===== src/rtl/smpl_ram_dump.sv =====
// smpl_ram_dump: reads the circular capture RAM starting at the oldest word,
// unpacks each word into samples (first-captured sample in the MS slot) and
// hands them one at a time to the UART transmitter.
//
// Ports:
//   clk, rst_n   clock, synchronous active-low reset
//   dump         one-cycle start pulse (ignored while busy)
//   start_addr   oldest word address, must be < DEPTH
//   ren, raddr   RAM read port request (data returns one cycle later)
//   rdata        RAM read data
//   tx_data      sample byte presented to the UART
//   trmt         one-cycle transmit request
//   tx_done      UART byte-complete pulse
//   busy         high while a dump is in progress
//   done         one-cycle pulse after the final byte completes
module smpl_ram_dump #(
   parameter int unsigned ADDR_W        = 9,
   parameter int unsigned DEPTH         = 384,
   parameter int unsigned SMPL_W        = 8,
   parameter int unsigned SMPL_PER_WORD = 4
) (
   input  logic                            clk,
   input  logic                            rst_n,
   input  logic                            dump,
   input  logic [ADDR_W-1:0]               start_addr,
   output logic                            ren,
   output logic [ADDR_W-1:0]               raddr,
   input  logic [SMPL_W*SMPL_PER_WORD-1:0] rdata,
   output logic [SMPL_W-1:0]               tx_data,
   output logic                            trmt,
   input  logic                            tx_done,
   output logic                            busy,
   output logic                            done
);

   localparam int unsigned WORD_W = SMPL_W * SMPL_PER_WORD;
   localparam int unsigned SLOT_W = (SMPL_PER_WORD > 1) ? $clog2(SMPL_PER_WORD) : 1;
   localparam logic [SLOT_W-1:0] LAST_SLOT = SLOT_W'(SMPL_PER_WORD - 1);
   localparam logic [ADDR_W-1:0] LAST_ADDR = ADDR_W'(DEPTH - 1);

   typedef enum logic [2:0] {
      S_IDLE,
      S_RD,
      S_CAP,
      S_SEND,
      S_WAIT,
      S_FIN
   } state_t;

   state_t              state_q, state_d;
   logic [ADDR_W-1:0]   raddr_q, raddr_d;
   logic [ADDR_W-1:0]   cnt_q,   cnt_d;
   logic [SLOT_W-1:0]   slot_q,  slot_d;
   logic [WORD_W-1:0]   word_q,  word_d;
   logic [SMPL_W-1:0]   tx_data_q, tx_data_d;
   logic                ren_q,  ren_d;
   logic                trmt_q, trmt_d;
   logic                busy_q, busy_d;
   logic                done_q, done_d;

   // Select a sample slot from a packed word; slot 0 is the most-significant sample.
   function automatic logic [SMPL_W-1:0] pick(input logic [WORD_W-1:0] w,
                                              input logic [SLOT_W-1:0] s);
      logic [SMPL_W-1:0] r;
      r = '0;
      for (int unsigned i = 0; i < SMPL_PER_WORD; i++) begin
         if (s == SLOT_W'(i)) r = w[(SMPL_PER_WORD-1-i)*SMPL_W +: SMPL_W];
      end
      return r;
   endfunction

   // State and output registers.
   always_ff @(posedge clk) begin
      if (!rst_n) begin
         state_q   <= S_IDLE;
         raddr_q   <= '0;
         cnt_q     <= '0;
         slot_q    <= '0;
         word_q    <= '0;
         tx_data_q <= '0;
         ren_q     <= 1'b0;
         trmt_q    <= 1'b0;
         busy_q    <= 1'b0;
         done_q    <= 1'b0;
      end else begin
         state_q   <= state_d;
         raddr_q   <= raddr_d;
         cnt_q     <= cnt_d;
         slot_q    <= slot_d;
         word_q    <= word_d;
         tx_data_q <= tx_data_d;
         ren_q     <= ren_d;
         trmt_q    <= trmt_d;
         busy_q    <= busy_d;
         done_q    <= done_d;
      end
   end

   // Next-state logic; pulse outputs are set on the transition into the state
   // that owns them so they appear registered during that state.
   always_comb begin
      state_d   = state_q;
      raddr_d   = raddr_q;
      cnt_d     = cnt_q;
      slot_d    = slot_q;
      word_d    = word_q;
      tx_data_d = tx_data_q;
      ren_d     = 1'b0;
      trmt_d    = 1'b0;
      busy_d    = busy_q;
      done_d    = 1'b0;

      case (state_q)
         S_IDLE: begin
            if (dump) begin
               raddr_d = start_addr;
               cnt_d   = '0;
               busy_d  = 1'b1;
               ren_d   = 1'b1;
               state_d = S_RD;
            end
         end
         S_RD: begin
            state_d = S_CAP;
         end
         S_CAP: begin
            // rdata is valid now (one-cycle read latency); slot 0 goes out directly.
            word_d    = rdata;
            slot_d    = '0;
            tx_data_d = pick(rdata, '0);
            trmt_d    = 1'b1;
            state_d   = S_SEND;
         end
         S_SEND: begin
            // tx_done coinciding with trmt is deliberately not honoured here.
            state_d = S_WAIT;
         end
         S_WAIT: begin
            if (tx_done) begin
               if (slot_q != LAST_SLOT) begin
                  slot_d    = slot_q + SLOT_W'(1);
                  tx_data_d = pick(word_q, slot_q + SLOT_W'(1));
                  trmt_d    = 1'b1;
                  state_d   = S_SEND;
               end else if (cnt_q == LAST_ADDR) begin
                  done_d  = 1'b1;
                  state_d = S_FIN;
               end else begin
                  // Circular buffer wraps at DEPTH, not at the address-space size.
                  cnt_d   = cnt_q + ADDR_W'(1);
                  raddr_d = (raddr_q == LAST_ADDR) ? '0 : raddr_q + ADDR_W'(1);
                  ren_d   = 1'b1;
                  state_d = S_RD;
               end
            end
         end
         S_FIN: begin
            busy_d  = 1'b0;
            state_d = S_IDLE;
         end
         default: begin
            state_d = S_IDLE;
         end
      endcase
   end

   assign ren     = ren_q;
   assign raddr   = raddr_q;
   assign tx_data = tx_data_q;
   assign trmt    = trmt_q;
   assign busy    = busy_q;
   assign done    = done_q;

endmodule


===== config.mk =====
export PLATFORM = sky130hd
export DESIGN_NAME = smpl_ram_dump
export DESIGN_NICKNAME = d
export VERILOG_FILES = /design/src/rtl/smpl_ram_dump.sv
export SDC_FILE = /design/constraint.sdc
export NUM_CORES = 1
export LEC_CHECK = 0
export ABC_AREA = 1
export BUFFER_PORTS_ARGS = -buffer_cell sky130_fd_sc_hd__buf_2
export CELL_PAD_IN_SITES_DETAIL_PLACEMENT = 0
export CELL_PAD_IN_SITES_GLOBAL_PLACEMENT = 1
export CORE_MARGIN = 2
export CORE_UTILIZATION = 38
export CTS_CLUSTER_DIAMETER = 40
export DETAILED_ROUTE_END_ITERATION = 10
export PLACE_DENSITY_LB_ADDON = 0.3
export SYNTH_ARGS = -nofsm -noshare
export SYNTH_HDL_FRONTEND = slang
export SYNTH_SLANG_ARGS = --single-unit

===== constraint.sdc =====
create_clock -name clk -period 2.3 [get_ports clk]
set_clock_uncertainty 0.15 [all_clocks]
set_input_delay 0.575 -clock clk [delete_from_list [all_inputs] [get_ports clk]]
set_output_delay 0.575 -clock clk [all_outputs]
set_load 0.1 [all_outputs]

Word-level counts from Yosys, hierarchy flattened
Index checks and enable logic that the tools add are counted.
Widths: inputs -> output; s select.
{"block": "totals", "register_bits": 67, "input_bits": 45, "output_inout_bits": 21, "elab_cells": 79}
{"block": "classes", "addsub": 3, "eq_ne": 16, "mux": 37, "n_bitwise": 3, "reduce_logical": 10}
{"operator": "$mux 9", "n": 9}
{"operator": "$mux 8", "n": 6}
{"operator": "$pmux 9 s2", "n": 2}
{"operator": "$add 9x1->9 const B", "n": 2}
{"operator": "$eq 9x9->1 const B", "n": 2}
{"operator": "$pmux 8 s2", "n": 1}
{"operator": "$pmux 3 s5", "n": 1}
{"operator": "$mux 3", "n": 4}
{"operator": "$ne 2x2->1 const B", "n": 6}
{"operator": "$mux 1", "n": 8}
{"operator": "$eq 3x2->1 const B", "n": 2}
{"operator": "$eq 3x3->1 const B", "n": 2}
{"operator": "$pmux 1 s2", "n": 3}
{"operator": "$reduce_bool 2->1", "n": 3}
{"operator": "$reduce_and 5->1", "n": 1}
{"operator": "$eq 2x2->1 const B", "n": 2}
{"operator": "$mux 2", "n": 2}
{"operator": "$pmux 2 s2", "n": 1}
{"operator": "$reduce_and 2->1", "n": 2}
{"operator": "$reduce_or 4->1", "n": 1}
{"operator": "$eq 3x1->1 const B", "n": 1}
{"operator": "$logic_not 3->1", "n": 1}
{"operator": "$not 1->1", "n": 3}
{"operator": "$reduce_and 3->1", "n": 1}
{"operator": "other kinds (3)", "n": 3}

Longest topological paths before layout
Gate-level depths: netlist of the first run.
{"block": "logic_depth", "depth_word": 9, "ltp_mapped": 10, "mapped_depth_nobuf": 10}

Least setup slack after synthesis of the first run
No wires, ideal clock.
{"block": "synth_path", "path_type": "flip-flop to flip-flop", "startpoint": "reg raddr_q[0] (netlist: raddr[0])", "endpoint": "reg raddr_q[3] (netlist: raddr[3])", "setup_ps": 117, "arrival_time_ps": 2052, "required_ps": 2033, "setup_slack_ps": -19, "path_stages_with_launch": 11, "path_buffers": 0, "period_less_slack_ps": 2319, "cell_sequence": "dfxtp_1 > ha_1 > nand2_1 > nor2_1 > nand3_1 > nand2_1 > nand2_1 > nand2_1 > nand2_1 > nand2_1 > nor2_1"}
{"block": "synth_via", "elab_chain_cells": 6, "elab_cells_between_ends": 7, "classes_between": "add/sub (1); eq/ne (1); mux (5)"}
{"element": "start: declaration", "line_no": "51", "rtl": "logic [ADDR_W-1:0] raddr_q, raddr_d;"}
{"element": "start signal: assignment", "line_no": "87", "rtl": "raddr_q <= raddr_d;"}
{"element": "$add 9x1->9 or $eq 9x9->1 (tied branches)", "line_no": "151", "rtl": "raddr_d = (raddr_q == LAST_ADDR) ? '0 : raddr_q + ADDR_W'(1);"}
{"element": "$mux 9 *", "line_no": "151"}
{"element": "$mux 9 *", "line_no": "145", "rtl": "end else if (cnt_q == LAST_ADDR) begin"}
{"element": "$mux 9 *", "line_no": "140", "rtl": "if (slot_q != LAST_SLOT) begin"}
{"element": "$mux 9 *", "line_no": "139", "rtl": "if (tx_done) begin"}
{"element": "$pmux 9 s2 *", "line_no": "113", "rtl": "case (state_q)"}
Every way passes the cells marked *; elsewhere a longest branch is shown, timed or not. The select of a mux whose other input is x is not followed.
A chain may end at the register's enable or synchronous reset.

Worst setup path in the final report of the first run
{"block": "layout_path", "startpoint": "reg raddr_q[2] (netlist: raddr[2])", "endpoint": "out raddr[2]"}
{"element": "end: declaration", "line_no": "27", "rtl": "output logic [ADDR_W-1:0] raddr,"}
No word-level cell between the ends.

==> results.json, run 1 <==
{
  "grt_first_pass_wirelength_um": 14580,
  "detailed_router_iteration_count_before_antenna_repair": 4,
  "met2_demand_to_capacity_share_in_global_routing": 0.3072,
  "critical_path_cell_list": "buf_2",
  "clk_latency_ns": 0.35,
  "placed_wire_length_estimate_after_detailed_placement_um": 6265,
  "clock_sinks": 67,
  "final_setup_violations": 0,
  "preCtsSetupSlack_ns": 0.3928,
  "yosysWarningCount": 0,
  "top_usage_layer": "met2",
  "row_count": 34,
  "design.final.nets": 612,
  "cts_root_buffer": "sky130_fd_sc_hd__clkbuf_8",
  "synthDominantAreaCellType": "sky130_fd_sc_hd__dfxtp_1",
  "post_cts_resize_count": 0,
  "cts-htree-levels": 3,
  "cts_buffers": 9,
  "p_per_area_nw_per_um2": 877.3,
  "filler_cell_count": 954,
  "crit_path_end_kind": "output pin",
  "floorplan.die.height_um": 97.92,
  "syn_inst": 500,
  "insertedDiodeCount": 0,
  "critical_path.top_delay_family": "buffers and inverters",
  "syn_to_final_growth_pct": 18.55,
  "num_io_pins": 66,
  "synthesis.area_per_instance_um2": 6.704,
  "number_of_drc_markers_after_the_initial_detailed_route_iteration": 134,
  "hold_path_class": "reg2reg",
  "post_cts_buffers": 0,
  "worst_ep_required_time_ns": 1.57,
  "post_synthesis_register_bit_count": 67,
  "detail-route-antenna-nets": 0,
  "gp_congestion": 0.8470,
  "clk_pin_slew_worst_paths_ns": 0.07,
  "die_area_um2": 9588,
  "tightestPinTransition_ns": 0.5319,
  "ff2ff_path_depth": 8,
  "timing.rr.start": "slot_q[0]",
  "post_route_cells_drive_above_1_share": 0.1752,
  "finalWorstPathRequiredPeriod_ns": 1.980,
  "maxCapViolCount": 0,
  "antenna_found_initial": 0,
  "finalWorstSetupSlack_ns": 0.3196,
  "totalPowerFinal_mw": 3.486,
  "synth.cell_area_um2": 3352,
  "min-delay-start": "word_q[0]",
  "via_per_inst": 4.944,
  "grtUsageMet3": 0.04366,
  "post_syn_nets": 552,
  "cts-root-to-sink-buffers": 2,
  "maximum_vdd_drop_v": 0.0004704,
  "holdPathEnd": "word_q[0]",
  "global_route.usage.total": 0.1860,
  "cp_slowest_stage_delay_ns": 0.47,
  "num_vias": 3327,
  "wl_per_cell_um": 12.80,
  "static-leakage-power_nw": 1.745,
  "start_util": 0.3881,
  "wirelength_um": 8612,
  "hold-worst-slack_ns": 0.3019,
  "fmax_ghz": 0.5049,
  "path_buf_inv": 1,
  "remaining_drc_errors": 0,
  "arrival_ns": 1.26,
  "totalNegativeSetupSlack_ns": 0,
  "mostFrequentLayoutCell": "sky130_fd_sc_hd__nand2_1",
  "timing_worst_setup_path_type": "reg2out",
  "worst-path-max-fanout": 7,
  "worstReg2RegEnd": "cnt_q[0]",
  "unrepaired_setup_endpoints_after_global_routing": "no",
  "via_count_of_the_first_global_routing_pass": 3104,
  "grt_util_met1": 0.2339,
  "sequential_cell_area_um2": 1344,
  "layout_worst_path_cycle_share": 0.8611,
  "synth.yosys.seq_area_share": 0.4001,
  "outcome": "complete, no violations",
  "holdPathStages": 2,
  "post_cts_hold_buffer_count": 0,
  "timing.critical_path.slowest_stage_cell": "sky130_fd_sc_hd__buf_2",
  "synthDistinctLibCells": 25,
  "core_region_area_um2": 8636,
  "postLayoutCoreUtil": 0.4602,
  "yosysTopAreaCellShare": 0.4001,
  "die_w_um": 97.92,
  "io_buffers": 65,
  "final-max-slew-violation-count": 0,
  "grt.overflow.total": 0,
  "setup.reg_to_reg.worst_slack_ns": 0.41,
  "layout_common_cells": "107 x sky130_fd_sc_hd__nand2_1, 70 x sky130_fd_sc_hd__nor2_1, 65 x sky130_fd_sc_hd__dfxtp_1, 65 x sky130_fd_sc_hd__buf_2, 56 x sky130_fd_sc_hd__o21ai_0",
  "multiInputGateArea_um2": 1719,
  "crit_path_start_kind": "flip-flop",
  "grt_start_max_net_pins": 49,
  "ys_top_cells_by_area": "sky130_fd_sc_hd__dfxtp_1 40%, sky130_fd_sc_hd__nand2_1 12%, sky130_fd_sc_hd__o21ai_0 8.4%",
  "timing_hold_violations_final": 0,
  "max-slew-margin-rel": 0.6450,
  "clock_tree_from_tritoncts": "yes"
}
[how the worst max path moves through the flow]
stage | from | to | slack (ns) | cells past startpoint
6_report | raddr[2] | raddr[2] | 0.32 | 1
5_1_grt | slot_q[0] | raddr[2] | 0.20 | 8
4_1_cts | raddr[2] | raddr[2] | 0.31 | 1
3_5_place_dp | tx_done | raddr[2] | 0.39 | 7
3_3_place_gp | tx_done | cnt_q[0] | 0.43 | 7
2_1_floorplan | raddr[2] | raddr[3] | 0.19 | 9
[power by group]
group | internal (mW) | switching [mW] | total [mW]
sequential | 1.29 | 0.0894 | 1.38
combinational | 0.231 | 0.790 | 1.02
clock | 0.612 | 0.474 | 1.09
[layer usage]
metal / part of all wire / vias up
met2: 0.47 / 70
met1: 0.46 / 1488
met3: 0.043 / 20
li1: - / 1749
met5: 0 / -
met4: 0.023 / 0
[cell families (layout without fill, tap and decap cells)]
group / count (synthesis) / count (layout) / share of synthesized area
adder cells (fa/ha/maj): 7 / 7 / 0.02613
AO/OA/AOI/OAI: 114 / 114 / 0.1736
flip-flops: 67 / 67 / 0.4002
buffers and inverters: 72 / 137 / 0.08697
XOR/XNOR: 1 / 1 / 0.002613
AND/OR/NAND/NOR: 239 / 239 / 0.3106
[synth_stat cells (all sizes together)]
| master | number |
|---|---|
| nand3b | 3 |
| o21ai | 56 |
| clkbuf | 16 |
| ha | 7 |
| nand4 | 6 |
| nand3 | 41 |
| inv | 48 |
| a311oi | 1 |
| dfxtp | 67 |
| a21oi | 54 |
| xnor2 | 1 |
| nor3 | 5 |
| buf | 6 |
| or2 | 1 |
| nand2 | 109 |
| clkinv | 2 |
| nor2 | 74 |
| a211oi | 3 |
[per-stage QoR]
step,instance area [um^2],std cells
after floorplan,3354,500
after global placement,3757,657
after global routing,3974,673
after CTS,3974,673
final,3974,673
after detailed placement,3757,657
[cell type report]
cell class,count,area share
tap,108,0.03401
multi-input combinational,361,0.4326
clock buffer,10,0.03212
timing repair buffer,71,0.09320
inverter,50,0.04754
clock inverter,6,0.02236
sequential,67,0.3382
[registers in the layout, indices dropped and copies added (netlist names)]
register and flops:
raddr 9, cnt_q 9, trmt 1, slot_q 2, done 1, state_q 3
word_q 32, ren 1, tx_data 8, busy 1
Power figures use the tool's default switching activity.
==> run 2: changes to the inputs <==
--- a/config.mk
+++ b/config.mk
@@ -6,13 +6,13 @@
 export NUM_CORES = 1
 export LEC_CHECK = 0
 export ABC_AREA = 1
-export BUFFER_PORTS_ARGS = -buffer_cell sky130_fd_sc_hd__buf_2
 export CELL_PAD_IN_SITES_DETAIL_PLACEMENT = 0
 export CELL_PAD_IN_SITES_GLOBAL_PLACEMENT = 1
 export CORE_MARGIN = 2
-export CORE_UTILIZATION = 38
+export CORE_UTILIZATION = 40
 export CTS_CLUSTER_DIAMETER = 40
 export DETAILED_ROUTE_END_ITERATION = 10
+export DONT_BUFFER_PORTS = 1
 export PLACE_DENSITY_LB_ADDON = 0.3
 export SYNTH_ARGS = -nofsm -noshare
 export SYNTH_HDL_FRONTEND = slang
==> constraint.sdc (replaced) <==
create_clock -name clk -period 1.7 [get_ports clk]
set_clock_uncertainty 0.15 [all_clocks]
set_input_delay 0.425 -clock clk [delete_from_list [all_inputs] [get_ports clk]]
set_output_delay 0.425 -clock clk [all_outputs]
set_load 0.1 [all_outputs]
==> run 2 against run 1 <==
  * Via count decreased by 3.3%
  * Sequential share of layout area down 0.18 points
  * Combinational power increased by 43%
  * Total power up 41%
  * Die area decreased by 4.8%
  * Sequential power up 36%
  * First-iteration DRC count decreased by 38%
  * Clock power grew 44%
  * Clock-buffer cell count grew 3
  * Largest cell class unchanged
==> results.json, run 2 (synthesized netlist as in run 1, its figures left out) <==
{
  "arrival_ns": 1.70,
  "cts_root_buffer": "sky130_fd_sc_hd__clkbuf_8",
  "wl_per_cell_um": 13.19,
  "via_count_of_the_first_global_routing_pass": 3015,
  "wirelength_um": 8518,
  "max-slew-margin-rel": 0.7933,
  "clk_latency_ns": 0.34,
  "via_per_inst": 4.978,
  "num_io_pins": 66,
  "p_per_area_nw_per_um2": 1204,
  "cp_slowest_stage_delay_ns": 0.38,
  "cts-root-to-sink-buffers": 2,
  "detail-route-antenna-nets": 0,
  "design.final.nets": 588,
  "path_buf_inv": 1,
  "remaining_drc_errors": 0,
  "num_vias": 3216,
  "cts_buffers": 9,
  "gp_congestion": 0.8044,
  "worst-path-max-fanout": 8,
  "outcome": "complete, no violations",
  "timing_worst_setup_path_type": "reg2reg",
  "setup.reg_to_reg.worst_slack_ns": 0.08,
  "final_setup_violations": 0,
  "grt_first_pass_wirelength_um": 13990,
  "floorplan.die.height_um": 95.54,
  "unrepaired_setup_endpoints_after_global_routing": "yes",
  "fmax_ghz": 0.6184,
  "timing_hold_violations_final": 0,
  "cts-htree-levels": 3,
  "registers.top_by_ff_count": "word_q",
  "number_of_drc_markers_after_the_initial_detailed_route_iteration": 83,
  "final-max-slew-violation-count": 0,
  "clk_pin_slew_worst_paths_ns": 0.08,
  "crit_path_start_kind": "flip-flop",
  "core_region_area_um2": 8175,
  "start_util": 0.4100,
  "critical_path.top_delay_family": "simple AND/OR/NAND/NOR gates",
  "maxCapViolCount": 0,
  "timing.critical_path.slowest_stage_cell": "sky130_fd_sc_hd__dfxtp_2",
  "global_route.usage.total": 0.1960,
  "hold_path_class": "in2reg",
  "mostFrequentLayoutCell": "sky130_fd_sc_hd__nand2_1",
  "largest_register_ffs": 32,
  "tightestPinTransition_ns": 0.3101,
  "die_w_um": 95.54,
  "critical_path_cell_list": "nor2_4 -> nand3b_1 -> nand3_2 -> nor2_4 -> buf_6 -> nand3_1 -> nor2_1 -> nor2_1",
  "io_buffers": 0,
  "crit_path_end_kind": "flip-flop",
  "post_route_cells_drive_above_1_share": 0.1811,
  "layout_common_cells": "106 x sky130_fd_sc_hd__nand2_1, 69 x sky130_fd_sc_hd__nor2_1, 53 x sky130_fd_sc_hd__a21oi_1, 53 x sky130_fd_sc_hd__o21ai_0, 52 x sky130_fd_sc_hd__dfxtp_1",
  "static-leakage-power_nw": 1.698,
  "clock_tree_from_tritoncts": "yes",
  "syn_to_final_growth_pct": 21.50,
  "hold-worst-slack_ns": 0.05578,
  "maximum_vdd_drop_v": 0.0005843,
  "detailed_router_iteration_count_before_antenna_repair": 4,
  "row_count": 33,
  "finalWorstPathRequiredPeriod_ns": 1.617,
  "antenna_found_initial": 0,
  "postLayoutCoreUtil": 0.4982,
  "clock_sinks": 67,
  "layout_worst_path_cycle_share": 0.9512,
  "insertedDiodeCount": 0,
  "worst_ep_required_time_ns": 1.79,
  "grt.overflow.total": 0,
  "placed_wire_length_estimate_after_detailed_placement_um": 6096,
  "die_area_um2": 9128,
  "grt_start_max_net_pins": 53
}
-- run 2: through the flow --
step	area [um^2]	worst slack (ns)	std cells	setup TNS, ns	power [mW]
after global placement	3772	0.07688	629	0	3.333
after CTS	4014	0.01717	645	0	4.933
final	4073	0.08296	646	0	4.905
after floorplan	3386	0.01857	500	0	3.016
after global routing	4073	-0.03210	646	-0.2461	5.171
after detailed placement	3772	0.04782	629	0	3.350
-- run 2: cell type report --
type / instances / area (um^2)
clock buffer: 13 / 170.2
clock inverter: 3 / 66.31
fill: 857 / 4103
inverter: 50 / 190.2
multi-input combinational: 361 / 1772
sequential: 67 / 1370
tap: 105 / 131.4
timing repair buffer: 47 / 372.9
-- run 2: where the power goes --
group / switching (mW) / total (mW) / leakage, nW / internal [mW]
sequential: 0.116 / 1.87 / 0.553 / 1.76
clock: 0.610 / 1.57 / 0.119 / 0.958
combinational: 1.07 / 1.46 / 1.03 / 0.394
total: 1.79 / 4.90 / 1.70 / 3.11
-- run 2: worst paths after layout --
check | start | to | cells after the start
setup reg to reg | state_q[1] | raddr[7] | 8
hold reg to reg | word_q[17] | word_q[17] | 2
setup / recovery | state_q[1] | raddr[7] | 8
hold / removal | rst_n | cnt_q[6] | 2
-- run 2: what timing repair did --
action | in CTS | in global routing
setup endpoints to repair | 1 | 28
resized for setup | 1 | 22
hold buffers | 0 | 0
buffers inserted | 0 | 1
pin swaps | 1 | 7
-- run 2: per-layer routing --
| layer | routed length (um) | track usage |
|---|---|---|
| met1 | 3763 | 0.2322 |
| met2 | 4145 | 0.3357 |
| met3 | 468 | 0.06245 |
| met4 | 141 | 0.06190 |
| met5 | 0 | 0 |
